**src/rtl/beam_trigger_conditioner.sv**
```systemverilog
// beam_trigger_conditioner
// Per-beam trigger conditioner in the ifclk domain. It turns transferred
// trigger levels into single-cycle accept pulses, applies a per-beam mask and
// a programmable holdoff, and keeps saturating accept scalers that are latched
// and cleared on latch_i.
// Optional feature: define BEAM_COND_DROP_COUNT_EN to build per-beam counters
// of edges rejected during holdoff. Without it, drop_o is tied to zero.
module beam_trigger_conditioner #(
    parameter int NBEAMS       = 2,
    parameter int HOLDOFF_BITS = 8,
    parameter int SCALER_BITS  = 16
) (
    input  logic                            ifclk,
    input  logic                            rst_i,
    input  logic [NBEAMS-1:0]               trig_i,
    input  logic [NBEAMS-1:0]               mask_i,
    input  logic [HOLDOFF_BITS-1:0]         holdoff_i,
    input  logic                            latch_i,
    output logic [NBEAMS-1:0]               trig_o,
    output logic                            any_trig_o,
    output logic [NBEAMS-1:0]               busy_o,
    output logic [NBEAMS*SCALER_BITS-1:0]   scal_o,
    output logic [NBEAMS*SCALER_BITS-1:0]   drop_o,
    output logic                            scal_valid_o
);

    typedef enum logic {ST_IDLE = 1'b0, ST_HOLD = 1'b1} state_t;

    localparam logic [HOLDOFF_BITS-1:0] CNT_ZERO  = {HOLDOFF_BITS{1'b0}};
    localparam logic [HOLDOFF_BITS-1:0] CNT_ONE   = HOLDOFF_BITS'(1);
    localparam logic [SCALER_BITS-1:0]  SCAL_ZERO = {SCALER_BITS{1'b0}};
    localparam logic [SCALER_BITS-1:0]  SCAL_ONE  = SCALER_BITS'(1);
    localparam logic [SCALER_BITS-1:0]  SCAL_MAX  = {SCALER_BITS{1'b1}};

    logic [NBEAMS-1:0] r_trig_q;
    logic [NBEAMS-1:0] w_edge;
    logic              r_scal_valid;

    // Previous trigger level; all-ones at reset so a level already high at release never fires.
    always_ff @(posedge ifclk) begin
        if (rst_i) begin
            r_trig_q <= {NBEAMS{1'b1}};
        end else begin
            r_trig_q <= trig_i;
        end
    end

    assign w_edge = trig_i & ~r_trig_q;

    // Scaler update strobe, one cycle after each latch command.
    always_ff @(posedge ifclk) begin
        if (rst_i) begin
            r_scal_valid <= 1'b0;
        end else begin
            r_scal_valid <= latch_i;
        end
    end

    assign scal_valid_o = r_scal_valid;
    assign any_trig_o   = |trig_o;

    for (genvar b = 0; b < NBEAMS; b++) begin : g_beam
        state_t                  r_state;
        state_t                  w_state_nxt;
        logic [HOLDOFF_BITS-1:0] r_cnt;
        logic [HOLDOFF_BITS-1:0] w_cnt_nxt;
        logic                    w_acc_ev;
        logic                    r_trig;
        logic [SCALER_BITS-1:0]  r_acc;
        logic [SCALER_BITS-1:0]  r_scal;

        // Holdoff FSM state and countdown registers.
        always_ff @(posedge ifclk) begin
            if (rst_i) begin
                r_state <= ST_IDLE;
                r_cnt   <= CNT_ZERO;
            end else begin
                r_state <= w_state_nxt;
                r_cnt   <= w_cnt_nxt;
            end
        end

        // Next state: an accept loads the holdoff; HOLD counts down and leaves at one.
        always_comb begin
            w_state_nxt = r_state;
            w_cnt_nxt   = r_cnt;
            case (r_state)
                ST_IDLE: begin
                    if (w_acc_ev) begin
                        w_cnt_nxt   = holdoff_i;
                        w_state_nxt = (holdoff_i != CNT_ZERO) ? ST_HOLD : ST_IDLE;
                    end else begin
                        w_state_nxt = ST_IDLE;
                    end
                end
                ST_HOLD: begin
                    w_cnt_nxt = r_cnt - CNT_ONE;
                    if (r_cnt == CNT_ONE) begin
                        w_state_nxt = ST_IDLE;
                    end else begin
                        w_state_nxt = ST_HOLD;
                    end
                end
                default: begin
                    w_state_nxt = ST_IDLE;
                    w_cnt_nxt   = CNT_ZERO;
                end
            endcase
        end

        // Output decode: unmasked edges are accepted only while idle.
        always_comb begin
            w_acc_ev = 1'b0;
            case (r_state)
                ST_IDLE: w_acc_ev = w_edge[b] & ~mask_i[b];
                ST_HOLD: w_acc_ev = 1'b0;
                default: w_acc_ev = 1'b0;
            endcase
        end

        // Registered single-cycle accept pulse.
        always_ff @(posedge ifclk) begin
            if (rst_i) begin
                r_trig <= 1'b0;
            end else begin
                r_trig <= w_acc_ev;
            end
        end

        // Accept scaler: saturating; on latch it is copied out and restarts with this cycle's event.
        always_ff @(posedge ifclk) begin
            if (rst_i) begin
                r_acc  <= SCAL_ZERO;
                r_scal <= SCAL_ZERO;
            end else if (latch_i) begin
                r_scal <= r_acc;
                r_acc  <= {{(SCALER_BITS-1){1'b0}}, w_acc_ev};
            end else if (w_acc_ev && (r_acc != SCAL_MAX)) begin
                r_acc <= r_acc + SCAL_ONE;
            end
        end

        assign trig_o[b] = r_trig;
        assign busy_o[b] = (r_state == ST_HOLD);
        assign scal_o[b*SCALER_BITS +: SCALER_BITS] = r_scal;

`ifdef BEAM_COND_DROP_COUNT_EN
        logic                   w_drop_ev;
        logic [SCALER_BITS-1:0] r_drop;
        logic [SCALER_BITS-1:0] r_drop_lat;

        // Dropped-edge decode: unmasked edges arriving during holdoff.
        always_comb begin
            w_drop_ev = 1'b0;
            case (r_state)
                ST_IDLE: w_drop_ev = 1'b0;
                ST_HOLD: w_drop_ev = w_edge[b] & ~mask_i[b];
                default: w_drop_ev = 1'b0;
            endcase
        end

        // Dropped-edge scaler, same latch and saturation behaviour as the accept scaler.
        always_ff @(posedge ifclk) begin
            if (rst_i) begin
                r_drop     <= SCAL_ZERO;
                r_drop_lat <= SCAL_ZERO;
            end else if (latch_i) begin
                r_drop_lat <= r_drop;
                r_drop     <= {{(SCALER_BITS-1){1'b0}}, w_drop_ev};
            end else if (w_drop_ev && (r_drop != SCAL_MAX)) begin
                r_drop <= r_drop + SCAL_ONE;
            end
        end

        assign drop_o[b*SCALER_BITS +: SCALER_BITS] = r_drop_lat;
`endif
    end

`ifndef BEAM_COND_DROP_COUNT_EN
    assign drop_o = {(NBEAMS*SCALER_BITS){1'b0}};
`endif

endmodule
```
**config.mk**
```make
export PLATFORM = sky130hd
export DESIGN_NAME = beam_trigger_conditioner
export DESIGN_NICKNAME = d
export VERILOG_FILES = /design/src/rtl/beam_trigger_conditioner.sv
export SDC_FILE = /design/constraint.sdc
export NUM_CORES = 1
export LEC_CHECK = 0
export ABC_AREA = 1
export ABC_CLOCK_PERIOD_IN_PS = 1500
export CORE_ASPECT_RATIO = 1.2
export CORE_MARGIN = 2
export CORE_UTILIZATION = 27
export CTS_CLUSTER_SIZE = 40
export DETAILED_ROUTE_END_ITERATION = 8
export GPL_TIMING_DRIVEN = 0
export PLACE_DENSITY = 0.46
export SLEW_MARGIN = 20
export SYNTH_ARGS = -nofsm -noshare
export SYNTH_HDL_FRONTEND = slang
export SYNTH_SLANG_ARGS = --single-unit
```
**constraint.sdc**
```tcl
create_clock -name ifclk -period 1.5 [get_ports ifclk]
set_clock_uncertainty 0.1 [all_clocks]
set_input_delay 0.45 -clock ifclk [delete_from_list [all_inputs] [get_ports ifclk]]
set_output_delay 0.45 -clock ifclk [all_outputs]
set_load 0.01 [all_outputs]
```
==> impl_results.md, run 1 <==
- Core area: 0.0162 mm2
- Final setup vio count: 23
- Final setup TNS: -0.630 ns
- Vias/cell: 4.48
- FMAX: 0.632 GHz
- Initial antenna violation count: 0
- Synth Flop Type: dfxtp_1
- Largest net degree at the start of global routing: 15
- Max-slew violation count: 0
- Internal: 4180 uW
- Clk_lat worst skew: 0.35 ns
- Core Rows: 51
- Min cycle time layout: 1.58 ns
- Hold Violations, Final: 0
- First-pass GRT wire length: 20500 um
- Hold WC Path Type: in2reg
- Placed cells: 933
- Max incr delay on CP: 0.34 ns
- Final worst setup slack: -0.0834 ns
- Outcome: finished with violations
- VDD IR max: 0.000506 V
- Clock sinks: 87
- Synth unique cells: 33
- Sequential power share: 42.8%
- I/O Buffers: 51
- Layout area overhead: 42.3%
- Setup repair after global routing missed its margin: true
- Post-synth ARST share: 0%
- Slowest-stage cell, CP: dfxtp_2
- Leakage: 0.00253 uW
- Sw Ratio: 23.9%
- Mapped cell area: 0.00445 mm2
- Die footprint: 0.0175 mm2
- Slew HR: 59.9%
- Hold_buf cts: 0
- CP arrival: 1.03 ns
- Crit-path max FO: 2
- Period utilization: 106%
- Layout cells sized above 1: 35.0%
- Pre-antenna DRT Iters: 5
- Vias in the first global route: 4236
- Clock power frac: 46.7%
- Die Span Y: 145 um
- Final Non-Filler Cells: 978
- Violation count after the first detailed-routing iteration: 265
- CTS Buf Count: 9
- Least-Margin Pin Slew: 0.601 ns
- Max H-tree Level: 3
- Initial core utilization: 27.4%
- Yosys warns: 0
- GP Congestion: 0.847
- GRT overflow: 0
- Crit path kind: reg2out
- Number of antenna diodes: 0
- MaxCap Viol Count: 0
- Worst-path cell chain: or2_4, buf_6
- Switch Pwr: 1310 uW
- Power per cell area: 869 mW/mm2
- CTS tree: built
- CP Capture Type: output pin
- Violations in the final reports: setup timing
- Clock transition at path regs: 0.07 ns
- DRC: 0
- Sequential area share after synthesis: 39.2%
- Root buf cell: clkbuf_16
- Width of the die: 121 um
- Post-synthesis area per instance: 6.96 um2
- Post-route antenna net violation count: 0
- Vias: 4380
- Ports: 85
- Critical Path RT: 0.95 ns
- WL per Instance: 13.4 um
- Final nets: 783
- Post-Synthesis Cells: 639
- Critical path launch point type: register
- EDFF count, synth: 0
- Total Routing Usage GR: 15.1%
- Synth Register Bits: 87
- Final WL: 13100 um
- Comb pwr share: 10.6%
- Clock Path Buffers: 2
- Dpl hpwl: 9260 um
## critical path: cells and delay by family, from the launching register on
kind / cells / cell delay (ns)
flops: 1 / 0.34
buf+inv: 1 / 0.12
simple gates: 1 / 0.23
## sequential cells by signal (all words and copies together) (netlist names)
register,count
g_beam.r_cnt,16
g_beam.r_scal,32
g_beam.r_state,2
scal_valid_o,1
g_beam.r_acc,32
g_beam.r_trig,2
r_trig_q,2
## per-stage QoR
step	worst slack [ns]	cell area (um2)	utilization, %	hold slack [ns]	total power (uW)
CTS	-0.106	6090	37.6	0.295	5550
detailed placement	-0.955	5350	33.0	0.351	2930
floorplan	0.000123	4570	-	0.354	2780
global placement	-0.962	5350	33.0	0.341	2920
global route	-0.114	6330	39.1	0.322	5730
finish	-0.0834	6330	39.1	0.305	5500
## cell type report
cell class	instances	area (um2)
timing repair buffer	81	687
buffer	52	398
tap	212	265
multi-input combinational	454	2520
fill	1720	9880
clock inverter	6	110
inverter	77	307
clock buffer	9	225
sequential	87	1820
## worst paths after layout
kind,startpoint,to,slack (ns),cells past startpoint
worst min register to register,g_beam[0].r_scal[9],g_beam[0].r_scal[9],0.36,2
worst max-delay path,g_beam[0].r_trig,any_trig_o,-0.08,2
worst max register to register,g_beam[1].r_acc[0],g_beam[1].r_acc[7],-0.06,10
worst min-delay path,trig_i[0],r_trig_q[0],0.30,3
## layout by cell type (no fill, tap or decap), drive strengths merged
master,n
a21oi,40
a22o,7
buf,80
bufinv,3
clkbuf,36
clkdlybuf4s15,13
clkdlybuf4s50,9
clkinv,3
clkinvlp,2
conb,32
dfxtp,87
dlygate4sd2,3
dlymetal6s2s,1
ha,6
inv,75
nand2,169
nand3,30
nand4,16
nor2,78
nor3,3
nor3b,1
nor4,1
o2111ai,1
o21a,1
o21ai,40
o221ai,2
o22ai,10
o311ai,1
or2,1
xor2,15
## layer usage
layer,share of wire (%),track usage (%)
met4,2.4,6.35
met3,4.0,3.12
met5,0,0
met1,44,17.6
met2,50,26.8
## power by group through the flow
| stage | logic (uW) | registers, uW | clock network (uW) |
|---|---|---|---|
| after floorplan | 368 | 2420 | 0 |
| after global placement | 502 | 2420 | 0 |
| after detailed placement | 506 | 2420 | 0 |
| after CTS | 548 | 2360 | 2640 |
| after global routing | 642 | 2350 | 2730 |
| final | 581 | 2350 | 2570 |
## cell usage after synthesis, drive strengths merged, types with 2 or more instances
master  number  share of area, %
nand2      169                15
dfxtp       87                39
nor2        78               7.7
inv         75               6.3
buf         44               7.3
a21oi       40               4.5
o21ai       40               4.5
nand3       30               3.6
nand4       16               2.3
xor2        15               3.0
o22ai       10               1.4
clkbuf       8              0.68
a22o         7               1.4
ha           6               1.7
nor3         3              0.34
clkinv       2              0.20
o221ai       2              0.39
## cells by family after synthesis
| group | Yosys count | share of synthesized area [%] |
|---|---|---|
| and+or+nand+nor | 299 | 28.8 |
| other | 1 | 0.0843 |
| xor gates and xnor gates | 15 | 2.95 |
| adders and majority gates | 6 | 1.69 |
| AOI/OAI and AO/OA | 102 | 12.7 |
| DFF | 87 | 39.2 |
| buffers and inverters | 129 | 14.5 |
## repair_timing
action                                  in CTS  in global routing
endpoints found under the setup margin     120                 75
setup buffers                               23                  3
gates cloned                                 3                  1
gates resized for setup                    184                121
pin swaps                                   20                 15
(Power assumes the default switching activity.)
==> run 2: changes to the inputs <==
--- a/config.mk
+++ b/config.mk
@@ -13,6 +13,7 @@
 export CTS_CLUSTER_SIZE = 40
 export DETAILED_ROUTE_END_ITERATION = 8
 export GPL_TIMING_DRIVEN = 0
+export HOLD_SLACK_MARGIN = 0.05
 export PLACE_DENSITY = 0.46
 export SLEW_MARGIN = 20
 export SYNTH_ARGS = -nofsm -noshare
==> results of run 2 <==
Final layout, timing and power as in run 1 (identical DEF).
==> run 3: changes to the inputs <==
--- a/config.mk
+++ b/config.mk
@@ -15,7 +15,6 @@
 export GPL_TIMING_DRIVEN = 0
 export HOLD_SLACK_MARGIN = 0.05
 export PLACE_DENSITY = 0.46
-export SLEW_MARGIN = 20
 export SYNTH_ARGS = -nofsm -noshare
 export SYNTH_HDL_FRONTEND = slang
 export SYNTH_SLANG_ARGS = --single-unit
==> results of run 3 <==
Final layout, timing and power as in run 1 (identical DEF).
